`src/rtl/cam_deserializer_pkg.sv`:
```
// -----------------------------------------------------------------------------
// cam_pkg
// Shared definitions for the 4-bit camera-style link (receiver and serializer).
//   CAM_NIB_W          nibble width on the link
//   CAM_WORD_W         reassembled word width
//   CAM_NIBS_PER_WORD  nibbles per word, least-significant nibble first
//   cam_rx_state_t     receiver FSM states
//   cam_shift_in       shifts one nibble into the top of a word (LSN-first)
// -----------------------------------------------------------------------------
package cam_pkg;

  localparam int CAM_NIB_W         = 4;
  localparam int CAM_WORD_W        = 32;
  localparam int CAM_NIBS_PER_WORD = 8;

  typedef enum logic [0:0] {
    IDLE = 1'b0,
    RECV = 1'b1
  } cam_rx_state_t;

  // New nibble enters at the top; after 8 shifts the first nibble sits in [3:0].
  function automatic logic [CAM_WORD_W-1:0] cam_shift_in(
    input logic [CAM_WORD_W-1:0] sh,
    input logic [CAM_NIB_W-1:0]  nib
  );
    return {nib, sh[CAM_WORD_W-1:CAM_NIB_W]};
  endfunction

endpackage

```
`src/rtl/cam_deserializer_if.sv`:
```
// -----------------------------------------------------------------------------
// cam_deserializer_if
// Valid/ready word stream leaving the deserializer.
//   data_o   head word of the receive FIFO
//   valid_o  FIFO non-empty
//   ready_i  consumer accepts data_o when valid_o & ready_i
// master: the deserializer (drives data/valid); slave: the consumer.
// -----------------------------------------------------------------------------
interface cam_deserializer_if;
  import cam_pkg::*;

  logic [CAM_WORD_W-1:0] data_o;
  logic                  valid_o;
  logic                  ready_i;

  modport master (output data_o, output valid_o, input ready_i);
  modport slave  (input data_o, input valid_o, output ready_i);

endinterface

```
`src/rtl/cam_rx_fifo.sv`:
```
// -----------------------------------------------------------------------------
// cam_rx_fifo
// Small synchronous FIFO with a combinational head word.
//   clk_i, rst_i  clock, asynchronous active-high reset
//   i_push/i_data write request and word
//   i_pop         read request (ignored when empty)
//   o_full/o_empty occupancy flags
//   o_head        word at the read pointer (0 after reset)
//   o_drop        push refused because FIFO full and no pop this cycle
// A push while full is accepted when a pop happens in the same cycle.
// -----------------------------------------------------------------------------
module cam_rx_fifo #(
  parameter int WIDTH = 32,
  parameter int DEPTH = 4
) (
  input  logic             clk_i,
  input  logic             rst_i,
  input  logic             i_push,
  input  logic [WIDTH-1:0] i_data,
  input  logic             i_pop,
  output logic             o_full,
  output logic             o_empty,
  output logic [WIDTH-1:0] o_head,
  output logic             o_drop
);

  localparam int AW = $clog2(DEPTH);

  logic [WIDTH-1:0] r_mem [DEPTH];
  logic [AW-1:0]    r_wptr;
  logic [AW-1:0]    r_rptr;
  logic [AW:0]      r_count;

  logic w_pop;
  logic w_push;

  assign o_empty = (r_count == '0);
  assign o_full  = (r_count == (AW+1)'(DEPTH));
  assign w_pop   = i_pop & ~o_empty;
  // A full FIFO still takes the word if the head leaves in the same cycle.
  assign w_push  = i_push & (~o_full | w_pop);
  assign o_drop  = i_push & o_full & ~w_pop;
  assign o_head  = r_mem[r_rptr];

  always_ff @(posedge clk_i or posedge rst_i) begin
    if (rst_i) begin
      for (int i = 0; i < DEPTH; i++) begin
        r_mem[i] <= '0;
      end
      r_wptr  <= '0;
      r_rptr  <= '0;
      r_count <= '0;
    end else begin
      if (w_push) begin
        r_mem[r_wptr] <= i_data;
        r_wptr        <= r_wptr + 1'b1;
      end
      if (w_pop) begin
        r_rptr <= r_rptr + 1'b1;
      end
      case ({w_push, w_pop})
        2'b10:   r_count <= r_count + 1'b1;
        2'b01:   r_count <= r_count - 1'b1;
        default: r_count <= r_count;
      endcase
    end
  end

endmodule

```
`src/rtl/cam_deserializer.sv`:
```
// -----------------------------------------------------------------------------
// cam_deserializer
// Receive end of the 4-bit link (pclk / sync / data). The link is oversampled in
// the clk_i domain, one nibble is captured per pclk rising edge while sync is
// high, and 32-bit words are rebuilt least-significant nibble first and queued.
//   clk_i, rst_i        system clock, asynchronous active-high reset
//   cam_pclk_i          link pixel clock (asynchronous)
//   cam_sync_i          frame active
//   cam_data_i[3:0]     link nibble
//   clr_i               clears overflow_o and frame_err_cnt_o
//   out_if (master)     data_o / valid_o / ready_i word stream
//   busy_o              receiver inside a frame
//   frame_err_o         1-cycle pulse: frame ended with a partial word
//   frame_err_cnt_o     saturating count of frame errors
//   overflow_o          sticky: completed word dropped on a full FIFO
// -----------------------------------------------------------------------------
module cam_deserializer
  import cam_pkg::*;
#(
  parameter int SYNC_STAGES = 2,
  parameter int FIFO_DEPTH  = 4
) (
  input  logic                 clk_i,
  input  logic                 rst_i,
  input  logic                 cam_pclk_i,
  input  logic                 cam_sync_i,
  input  logic [CAM_NIB_W-1:0] cam_data_i,
  input  logic                 clr_i,
  cam_deserializer_if.master   out_if,
  output logic                 busy_o,
  output logic                 frame_err_o,
  output logic [7:0]           frame_err_cnt_o,
  output logic                 overflow_o
);

  localparam logic [0:0] S_IDLE = IDLE;
  localparam logic [0:0] S_RECV = RECV;

  // ---------------------------------------------------------------- sync chain
  // pclk, sync and data see identical delay so their relative timing survives.
  for (genvar gi = 0; gi < SYNC_STAGES; gi++) begin : g_sync
    logic                 r_pclk;
    logic                 r_sync;
    logic [CAM_NIB_W-1:0] r_data;
    logic                 w_pclk_in;
    logic                 w_sync_in;
    logic [CAM_NIB_W-1:0] w_data_in;

    if (gi == 0) begin : g_src
      assign w_pclk_in = cam_pclk_i;
      assign w_sync_in = cam_sync_i;
      assign w_data_in = cam_data_i;
    end else begin : g_chain
      assign w_pclk_in = g_sync[gi-1].r_pclk;
      assign w_sync_in = g_sync[gi-1].r_sync;
      assign w_data_in = g_sync[gi-1].r_data;
    end

    always_ff @(posedge clk_i or posedge rst_i) begin
      if (rst_i) begin
        r_pclk <= 1'b0;
        r_sync <= 1'b0;
        r_data <= '0;
      end else begin
        r_pclk <= w_pclk_in;
        r_sync <= w_sync_in;
        r_data <= w_data_in;
      end
    end
  end

  logic                 w_pclk_s;
  logic                 w_sync_s;
  logic [CAM_NIB_W-1:0] w_data_s;
  logic                 r_pclk_d;
  logic                 r_sync_d;

  assign w_pclk_s = g_sync[SYNC_STAGES-1].r_pclk;
  assign w_sync_s = g_sync[SYNC_STAGES-1].r_sync;
  assign w_data_s = g_sync[SYNC_STAGES-1].r_data;

  always_ff @(posedge clk_i or posedge rst_i) begin
    if (rst_i) begin
      r_pclk_d <= 1'b0;
      r_sync_d <= 1'b0;
    end else begin
      r_pclk_d <= w_pclk_s;
      r_sync_d <= w_sync_s;
    end
  end

  logic w_pclk_rise;
  logic w_sync_rise;
  logic w_sync_fall;

  assign w_pclk_rise = w_pclk_s & ~r_pclk_d;
  assign w_sync_rise = w_sync_s & ~r_sync_d;
  assign w_sync_fall = ~w_sync_s & r_sync_d;

  // ------------------------------------------------------------ frame arming
  // The chain resets to 0, so a sync held high across reset would look like a
  // fresh rising edge once it propagates. Only arm after the chain has filled
  // with real samples and sync has been seen low, so reception restarts on a
  // genuine frame start.
  logic [SYNC_STAGES:0] r_prime;
  logic                 r_armed;
  logic                 w_start;

  always_ff @(posedge clk_i or posedge rst_i) begin
    if (rst_i) begin
      r_prime <= '0;
      r_armed <= 1'b0;
    end else begin
      r_prime <= {r_prime[SYNC_STAGES-1:0], 1'b1};
      r_armed <= r_armed | (r_prime[SYNC_STAGES] & ~w_sync_s);
    end
  end

  assign w_start = w_sync_rise & r_armed;

  // ------------------------------------------------------------- receive FSM
  logic [0:0]            r_state;
  logic [2:0]            r_nib_cnt;
  logic [CAM_WORD_W-1:0] r_sh;
  logic                  r_push;
  logic                  r_frame_err;
  logic [CAM_WORD_W-1:0] w_sh_next;

  assign w_sh_next = cam_shift_in(r_sh, w_data_s);

  always_ff @(posedge clk_i or posedge rst_i) begin
    if (rst_i) begin
      r_state     <= S_IDLE;
      r_nib_cnt   <= '0;
      r_sh        <= '0;
      r_push      <= 1'b0;
      r_frame_err <= 1'b0;
    end else begin
      r_push      <= 1'b0;
      r_frame_err <= 1'b0;
      if (w_start) begin
        // Frame start wins; a coincident pclk edge becomes nibble 0.
        r_state <= S_RECV;
        if (w_pclk_rise) begin
          r_sh      <= w_sh_next;
          r_nib_cnt <= 3'd1;
        end else begin
          r_nib_cnt <= '0;
        end
      end else if (r_state == S_RECV) begin
        if (w_sync_fall) begin
          r_state   <= S_IDLE;
          r_nib_cnt <= '0;
          if (r_nib_cnt != '0) begin
            r_frame_err <= 1'b1;
          end
        end else if (w_pclk_rise && w_sync_s) begin
          r_sh      <= w_sh_next;
          r_nib_cnt <= r_nib_cnt + 1'b1;  // wraps to 0 on the last nibble
          if (r_nib_cnt == 3'(CAM_NIBS_PER_WORD - 1)) begin
            r_push <= 1'b1;               // r_sh holds the full word next cycle
          end
        end
      end
    end
  end

  assign busy_o      = (r_state == S_RECV);
  assign frame_err_o = r_frame_err;

  // -------------------------------------------------------------------- FIFO
  logic                  w_full;
  logic                  w_empty;
  logic                  w_drop;
  logic                  w_pop;
  logic [CAM_WORD_W-1:0] w_head;

  assign w_pop = ~w_empty & out_if.ready_i;

  cam_rx_fifo #(
    .WIDTH (CAM_WORD_W),
    .DEPTH (FIFO_DEPTH)
  ) u_fifo (
    .clk_i   (clk_i),
    .rst_i   (rst_i),
    .i_push  (r_push),
    .i_data  (r_sh),
    .i_pop   (w_pop),
    .o_full  (w_full),
    .o_empty (w_empty),
    .o_head  (w_head),
    .o_drop  (w_drop)
  );

  assign out_if.data_o  = w_head;
  assign out_if.valid_o = ~w_empty;

  // ------------------------------------------------------ status and counters
  // A new event in the same cycle as clr_i takes precedence over the clear.
  logic [7:0] r_err_cnt;
  logic       r_overflow;

  always_ff @(posedge clk_i or posedge rst_i) begin
    if (rst_i) begin
      r_err_cnt  <= '0;
      r_overflow <= 1'b0;
    end else begin
      if (r_frame_err) begin
        if (clr_i) begin
          r_err_cnt <= 8'd1;
        end else if (r_err_cnt != 8'hFF) begin
          r_err_cnt <= r_err_cnt + 1'b1;
        end
      end else if (clr_i) begin
        r_err_cnt <= '0;
      end

      if (w_drop) begin
        r_overflow <= 1'b1;
      end else if (clr_i) begin
        r_overflow <= 1'b0;
      end
    end
  end

  assign frame_err_cnt_o = r_err_cnt;
  assign overflow_o      = r_overflow;

endmodule

```
`src/flat_wrapper.sv`:
```
// flat-port wrapper written by rule: the top's interface ports become plain ports
module cam_deserializer_flat import cam_pkg::*;
#(
  parameter int SYNC_STAGES = 2,
  parameter int FIFO_DEPTH  = 4
)
  (clk_i, rst_i, cam_pclk_i, cam_sync_i, cam_data_i, clr_i, busy_o, frame_err_o, frame_err_cnt_o, overflow_o, out_if_data_o, out_if_valid_o, out_if_ready_i);
  cam_deserializer_if out_if_i ();
  input  logic clk_i;
  input  logic rst_i;
  input  logic cam_pclk_i;
  input  logic cam_sync_i;
  input  logic [CAM_NIB_W-1:0] cam_data_i;
  input  logic clr_i;
  output logic busy_o;
  output logic frame_err_o;
  output logic [7:0] frame_err_cnt_o;
  output logic overflow_o;
  output wire logic [$bits(out_if_i.data_o)-1:0] out_if_data_o;
  output wire logic [$bits(out_if_i.valid_o)-1:0] out_if_valid_o;
  input wire logic [$bits(out_if_i.ready_i)-1:0] out_if_ready_i;
  assign out_if_data_o = out_if_i.data_o;
  assign out_if_valid_o = out_if_i.valid_o;
  assign out_if_i.ready_i = out_if_ready_i;
  cam_deserializer #(.SYNC_STAGES(SYNC_STAGES), .FIFO_DEPTH(FIFO_DEPTH)) u_core (.clk_i(clk_i), .rst_i(rst_i), .cam_pclk_i(cam_pclk_i), .cam_sync_i(cam_sync_i), .cam_data_i(cam_data_i), .clr_i(clr_i), .out_if(out_if_i), .busy_o(busy_o), .frame_err_o(frame_err_o), .frame_err_cnt_o(frame_err_cnt_o), .overflow_o(overflow_o));
endmodule
```
`config.mk`:
```
export PLATFORM = sky130hd
export DESIGN_NAME = cam_deserializer_flat
export DESIGN_NICKNAME = d
export VERILOG_FILES = /design/src/rtl/cam_deserializer_pkg.sv /design/src/rtl/cam_deserializer_if.sv /design/src/rtl/cam_rx_fifo.sv /design/src/rtl/cam_deserializer.sv /design/src/flat_wrapper.sv
export SDC_FILE = /design/constraint.sdc
export NUM_CORES = 1
export LEC_CHECK = 0
export CAP_MARGIN = 15
export CORE_ASPECT_RATIO = 2
export CORE_MARGIN = 3
export CORE_UTILIZATION = 57
export DETAILED_ROUTE_END_ITERATION = 12
export PLACE_DENSITY = 0.73
export SLEW_MARGIN = 25
export SYNTH_ARGS = -nofsm -noshare
export SYNTH_HDL_FRONTEND = slang
export SYNTH_HIERARCHICAL = 1
export SYNTH_SLANG_ARGS = --single-unit
```
`constraint.sdc`:
```
create_clock -name clk_i -period 6.1 [get_ports clk_i]
set_input_delay 1.525 -clock clk_i [delete_from_list [all_inputs] [get_ports clk_i]]
set_output_delay 1.525 -clock clk_i [all_outputs]
set_load 0.01 [all_outputs]
```
==> results.json, run 1 <==
{
  "rr_worst_depth": 10,
  "avgViaCountPerCell": 5.79,
  "r2r_end": "u_core/u_fifo/r_count[2]",
  "gp_congestion": 0.786,
  "root_buffer": "clkbuf_16",
  "grt.total_usage": 0.207,
  "cts_tree": "built",
  "cp.arrival_ns": 2.63,
  "path_cells": "buf_12 -> buf_4 -> mux4_2 -> clkdlybuf4s50_1",
  "cts_setup_buffers": 0,
  "totalWireLength_um": 16100,
  "post_cts_resized": 0,
  "initial_core_util": 0.581,
  "finalClockSkew_ns": 0.00902,
  "cp-end-kind": "output pin",
  "holdPathEnd": "u_core/g_sync[1].r_data[0]",
  "timing.fmax_mhz": 241,
  "fillers": 1079,
  "clock_latency_ns": 0.42,
  "rows": 63,
  "holdCritStartpoint": "u_core/g_sync[0].r_data[0]",
  "irDropWorstVdd_mv": 0.203,
  "tightestPinTransition_ns": 0.862,
  "hold_viol": 0,
  "die_x_um": 92.9,
  "hold_class": "reg -> reg",
  "finalCoreUtilization": 0.667,
  "max_stage_delay_ns": 0.73,
  "synth_fp_nets": 547,
  "critPathMaxFanout": 15,
  "min_period_ns": 4.16,
  "cts_num_sinks": 200,
  "grt_setup_unrepaired": "false",
  "grt_pass1_vias": 5033,
  "cts_hold_buf": 0,
  "first_iter_violations": 214,
  "drive_above_1_share": 0.414,
  "drc_errors": 0,
  "ys_warn_count": 6,
  "critPathBufInv": 3,
  "setup_violations": 0,
  "startpoint_type": "flop",
  "num_vias": 4576,
  "outcome": "completed",
  "postSynthAreaPerCell_um2": 16.3,
  "syn_inst": 527,
  "setup-tns-final_ns": 0,
  "antenna_cells": 0,
  "pin_count": 54,
  "slew_headroom": 0.425,
  "placed_cell_area_um2": 9270,
  "hold_depth": 0,
  "timing.rr.start": "u_core/u_fifo/r_count[0]",
  "cp_top_family": "buffers and inverters",
  "power.leakage_nw": 4.72,
  "path_class": "reg -> out",
  "nets": 603,
  "grt_overflow": 0,
  "max-cap-violations": 0,
  "critPathSlowestCell": "dfrtp_2",
  "wl_per_cell_um": 20.3,
  "drt-pass1-iter-count": 4,
  "numCtsBuffers": 17,
  "grt_max_degree": 71,
  "fin_crit_sh": 0.681,
  "maxSlewViolCount": 0,
  "clk_pin_slew_ns": 0.07,
  "io_buffers": 53,
  "required_ns": 4.58,
  "power_density_nw_per_um2": 324,
  "die_h_um": 180,
  "hpwl_um": 9950,
  "detail-route-antenna-nets": 0,
  "reg2reg_slack_ns": 3.44,
  "core_um2": 14800,
  "synth_area_um2": 8610,
  "antenna_found_initial": 0,
  "cp.depth": 4,
  "final_area_um2": 9890,
  "area_growth_pct": 14.8,
  "cts.path.max_buffers": 2,
  "dieArea_um2": 16700,
  "grt_pass1_wl_um": 26700,
  "htree_levels": 4
}
-- worst max path at each step --
| stage | start | endpoint | slack [ns] |
|---|---|---|---|
| finish | u_core/u_fifo/r_rptr[0] | out_if_data_o[7] | 1.94 |
| global route | u_core/u_fifo/r_rptr[0] | out_if_data_o[3] | 1.77 |
| floorplan | rst_i | u_core/u_fifo/r_count[0] | 0.96 |
| detailed placement | out_if_ready_i | u_core/u_fifo/r_count[2] | 2.21 |
| global placement | u_core/u_fifo/r_rptr[0] | out_if_data_o[14] | 2.13 |
| CTS | u_core/u_fifo/r_rptr[0] | out_if_data_o[7] | 1.88 |
-- power breakdown --
part	leakage (nW)	total (mW)	internal, mW	switching [mW]
registers	2.70	1.62	1.42	0.197
clock network	0.287	1.14	0.622	0.516
logic	1.73	0.443	0.256	0.186
-- state kept, by name, summed over array words and instances, names as in the netlist, 2 cells and up --
signal                  cells
u_core/u_fifo/r_rptr        2
u_core/u_fifo/r_wptr        2
u_core/g_sync.r_sync        2
u_core/r_nib_cnt            3
u_core/r_prime              3
u_core/frame_err_cnt_o      8
u_core/g_sync.r_data        8
u_core/u_fifo/r_count       3
u_core/u_fifo/r_mem       128
u_core/r_sh                32
u_core/g_sync.r_pclk        2
-- cell type report --
type                            instances  area [um2]  share of cell area
Sequential cell                       200        5010               0.506
Clock inverter                         15         191              0.0194
Clock buffer                           17         425              0.0430
Multi-Input combinational cell        287        3340               0.338
Tap cell                              195         244              0.0247
Inverter                               13        51.3             0.00519
Timing Repair Buffer                   64         626              0.0633
-- metal layers --
| layer | global-route usage | vias to the layer above | wire, um |
|---|---|---|---|
| met1 | 0.259 | 2471 | 6640 |
| li1 | - | 2026 | - |
| met2 | 0.365 | 67 | 8870 |
| met5 | 0 | - | 0 |
| met4 | 0.0517 | 0 | 176 |
| met3 | 0.0436 | 12 | 377 |
-- worst register-to-register path: cells and delay by family (launching register included) --
family | cells | cell delay, ns
buffers and inverters | 1 | 0.06
xor gates and xnor gates | 2 | 0.32
DFF | 1 | 0.46
adders and majority gates | 2 | 0.58
and+or+nand+nor | 5 | 1.17
-- metrics by stage --
step | setup slack [ns] | hold slack, ns | cells | power, mW
global placement | 2.13 | 0.332 | 758 | 2.05
global route | 1.77 | 0.361 | 791 | 3.35
CTS | 1.88 | 0.349 | 791 | 3.24
floorplan | 0.964 | 0.331 | 527 | 1.93
finish | 1.94 | 0.350 | 791 | 3.20
detailed placement | 2.21 | 0.335 | 759 | 2.09
-- layout by cell type, fill, tap and decap left out, types with 5 or more instances in the layout --
cell,instances
inv_1,11
mux2_2,132
mux2_4,30
clkdlybuf4s50_1,53
mux4_2,32
ha_1,9
buf_4,10
nand4_1,5
nand2_1,11
o21ai_0,5
dfrtp_1,199
clkbuf_16,17
a21oi_1,5
Power figures use the tool's default switching activity.
==> run 2: changes to the inputs <==
--- a/config.mk
+++ b/config.mk
@@ -8,9 +8,9 @@
 export CAP_MARGIN = 15
 export CORE_ASPECT_RATIO = 2
 export CORE_MARGIN = 3
-export CORE_UTILIZATION = 57
+export CORE_UTILIZATION = 53
 export DETAILED_ROUTE_END_ITERATION = 12
-export PLACE_DENSITY = 0.73
+export PLACE_DENSITY = 0.71
 export SLEW_MARGIN = 25
 export SYNTH_ARGS = -nofsm -noshare
 export SYNTH_HDL_FRONTEND = slang
==> constraint.sdc (replaced) <==
create_clock -name clk_i -period 3.4 [get_ports clk_i]
set_input_delay 0.85 -clock clk_i [delete_from_list [all_inputs] [get_ports clk_i]]
set_output_delay 0.85 -clock clk_i [all_outputs]
set_load 0.01 [all_outputs]
==> run 2 against run 1 <==
Effect of this change:
- register-to-register slack got worse by 2.5 ns
- final area increased by 0.51%
- count of clock-buffer cells in the layout increased by 2
- via count increased by 0.28%
- clock skew increased by 0.00058 ns
- cell count increased by 1.0%
==> results.json, run 2 (synthesized netlist as in run 1, its figures left out) <==
{
  "tightestPinTransition_ns": 0.740,
  "num_vias": 4589,
  "power.leakage_nw": 4.73,
  "rows": 65,
  "antenna_cells": 0,
  "max-cap-violations": 0,
  "clock_latency_ns": 0.43,
  "hold_depth": 0,
  "min_period_ns": 3.12,
  "slew_headroom": 0.506,
  "die_x_um": 96.1,
  "hold_viol": 0,
  "largest_reg_flops": 128,
  "grt_max_degree": 65,
  "outcome": "completed",
  "critPathBufInv": 2,
  "fin_crit_sh": 0.917,
  "drive_above_1_share": 0.416,
  "final_area_um2": 9940,
  "critPathSlowestCell": "mux4_2",
  "grt_setup_unrepaired": "false",
  "pin_count": 54,
  "grt_pass1_wl_um": 27200,
  "finalClockSkew_ns": 0.00960,
  "path_cells": "buf_12 -> mux4_2 -> clkdlybuf4s50_1",
  "area_growth_pct": 15.4,
  "layout_common_cells": "dfrtp_1, mux2_2, clkdlybuf4s50_1, mux4_2, mux2_4",
  "detail-route-antenna-nets": 0,
  "irDropWorstVdd_mv": 0.402,
  "rr_worst_depth": 10,
  "numCtsBuffers": 17,
  "initial_core_util": 0.543,
  "required_ns": 2.55,
  "power_density_nw_per_um2": 566,
  "dieArea_um2": 17900,
  "grt_overflow": 0,
  "r2r_end": "u_core/u_fifo/r_count[2]",
  "cts_num_sinks": 200,
  "drt-pass1-iter-count": 4,
  "avgViaCountPerCell": 5.74,
  "reg2reg_slack_ns": 0.94,
  "nets": 605,
  "holdPathEnd": "u_core/g_sync[1].r_data[0]",
  "holdCritStartpoint": "u_core/g_sync[0].r_data[0]",
  "io_buffers": 53,
  "drc_errors": 0,
  "placedCellCount": 767,
  "setup-tns-final_ns": 0,
  "post_cts_resized": 0,
  "htree_levels": 4,
  "cts_hold_buf": 0,
  "timing.rr.start": "u_core/u_fifo/r_count[0]",
  "maxSlewViolCount": 0,
  "setup_violations": 0,
  "totalWireLength_um": 16600,
  "top_register": "u_core/u_fifo/r_mem",
  "root_buffer": "clkbuf_16",
  "first_iter_violations": 169,
  "max_stage_delay_ns": 0.60,
  "path_class": "reg -> out",
  "cts.path.max_buffers": 2,
  "hold_class": "reg -> reg",
  "cts_tree": "built",
  "timing.fmax_mhz": 321,
  "gp_congestion": 0.818,
  "stdcell_count": 799,
  "placed_cell_area_um2": 9370,
  "antenna_found_initial": 0,
  "fin_ws_ns": 0.282,
  "core_um2": 15900,
  "hpwl_um": 10200,
  "wl_per_cell_um": 20.7,
  "die_h_um": 186,
  "grt_pass1_vias": 5122,
  "grt.total_usage": 0.203,
  "pre_cts_ws_ns": 0.380,
  "startpoint_type": "flop",
  "cp-end-kind": "output pin",
  "cp.arrival_ns": 2.27,
  "final_common_cell": "dfrtp_1",
  "critPathMaxFanout": 32,
  "cts_setup_buffers": 0,
  "clk_pin_slew_ns": 0.07,
  "cp_top_family": "buffers and inverters",
  "whs_ns": 0.353,
  "reg.largest.list": "u_core/u_fifo/r_mem (128), u_core/r_sh (32)"
}
## run 2: changes by cell type in the layout (fill, tap and decap cells not counted), sizes merged
cell / before / now
clkinvlp: 4 / 3
clkinv: 5 / 6
bufinv: 2 / 0
buf: 11 / 13
clkbuf: 17 / 19
## run 2: metal layers
layer	wire length (um)	part of all wire	vias to the layer above	global-route usage
li1	-	-	2032	-
met1	6740	0.41	2475	0.248
met5	0	0	-	0
met2	9190	0.55	69	0.358
met3	420	0.025	13	0.0435
met4	211	0.013	0	0.0599
## run 2: cell type report
| cell class | instances | area, um2 |
|---|---|---|
| clock buffer | 19 | 453 |
| clock inverter | 13 | 115 |
| fill | 1205 | 5920 |
| inverter | 13 | 52.6 |
| multi-input combinational | 287 | 3340 |
| sequential | 200 | 5010 |
| tap | 201 | 251 |
| timing repair buffer | 66 | 716 |
## run 2: through the flow
stage | total power, mW | utilization
floorplan | 3.46 | -
global placement | 3.73 | 0.591
detailed placement | 3.77 | 0.591
CTS | 5.71 | 0.627
global route | 5.88 | 0.627
finish | 5.63 | 0.627
## run 2: how the worst max path moves through the flow
stage / start / to / slack, ns / cells after the start
2_1_floorplan: out_if_ready_i / u_core/u_fifo/r_count[2] / 0.85 / 9
3_3_place_gp: out_if_ready_i / u_core/u_fifo/r_count[2] / 0.45 / 10
3_5_place_dp: out_if_ready_i / u_core/u_fifo/r_count[2] / 0.38 / 10
4_1_cts: u_core/u_fifo/r_rptr[0] / out_if_data_o[27] / 0.23 / 3
5_1_grt: u_core/u_fifo/r_rptr[0] / out_if_data_o[27] / 0.20 / 3
6_report: u_core/u_fifo/r_rptr[0] / out_if_data_o[27] / 0.28 / 3
## run 2: power by group
group	internal (mW)	total, mW	switching (mW)
combinational	0.467	0.872	0.405
clock	1.00	1.92	0.922
sequential	2.56	2.84	0.278
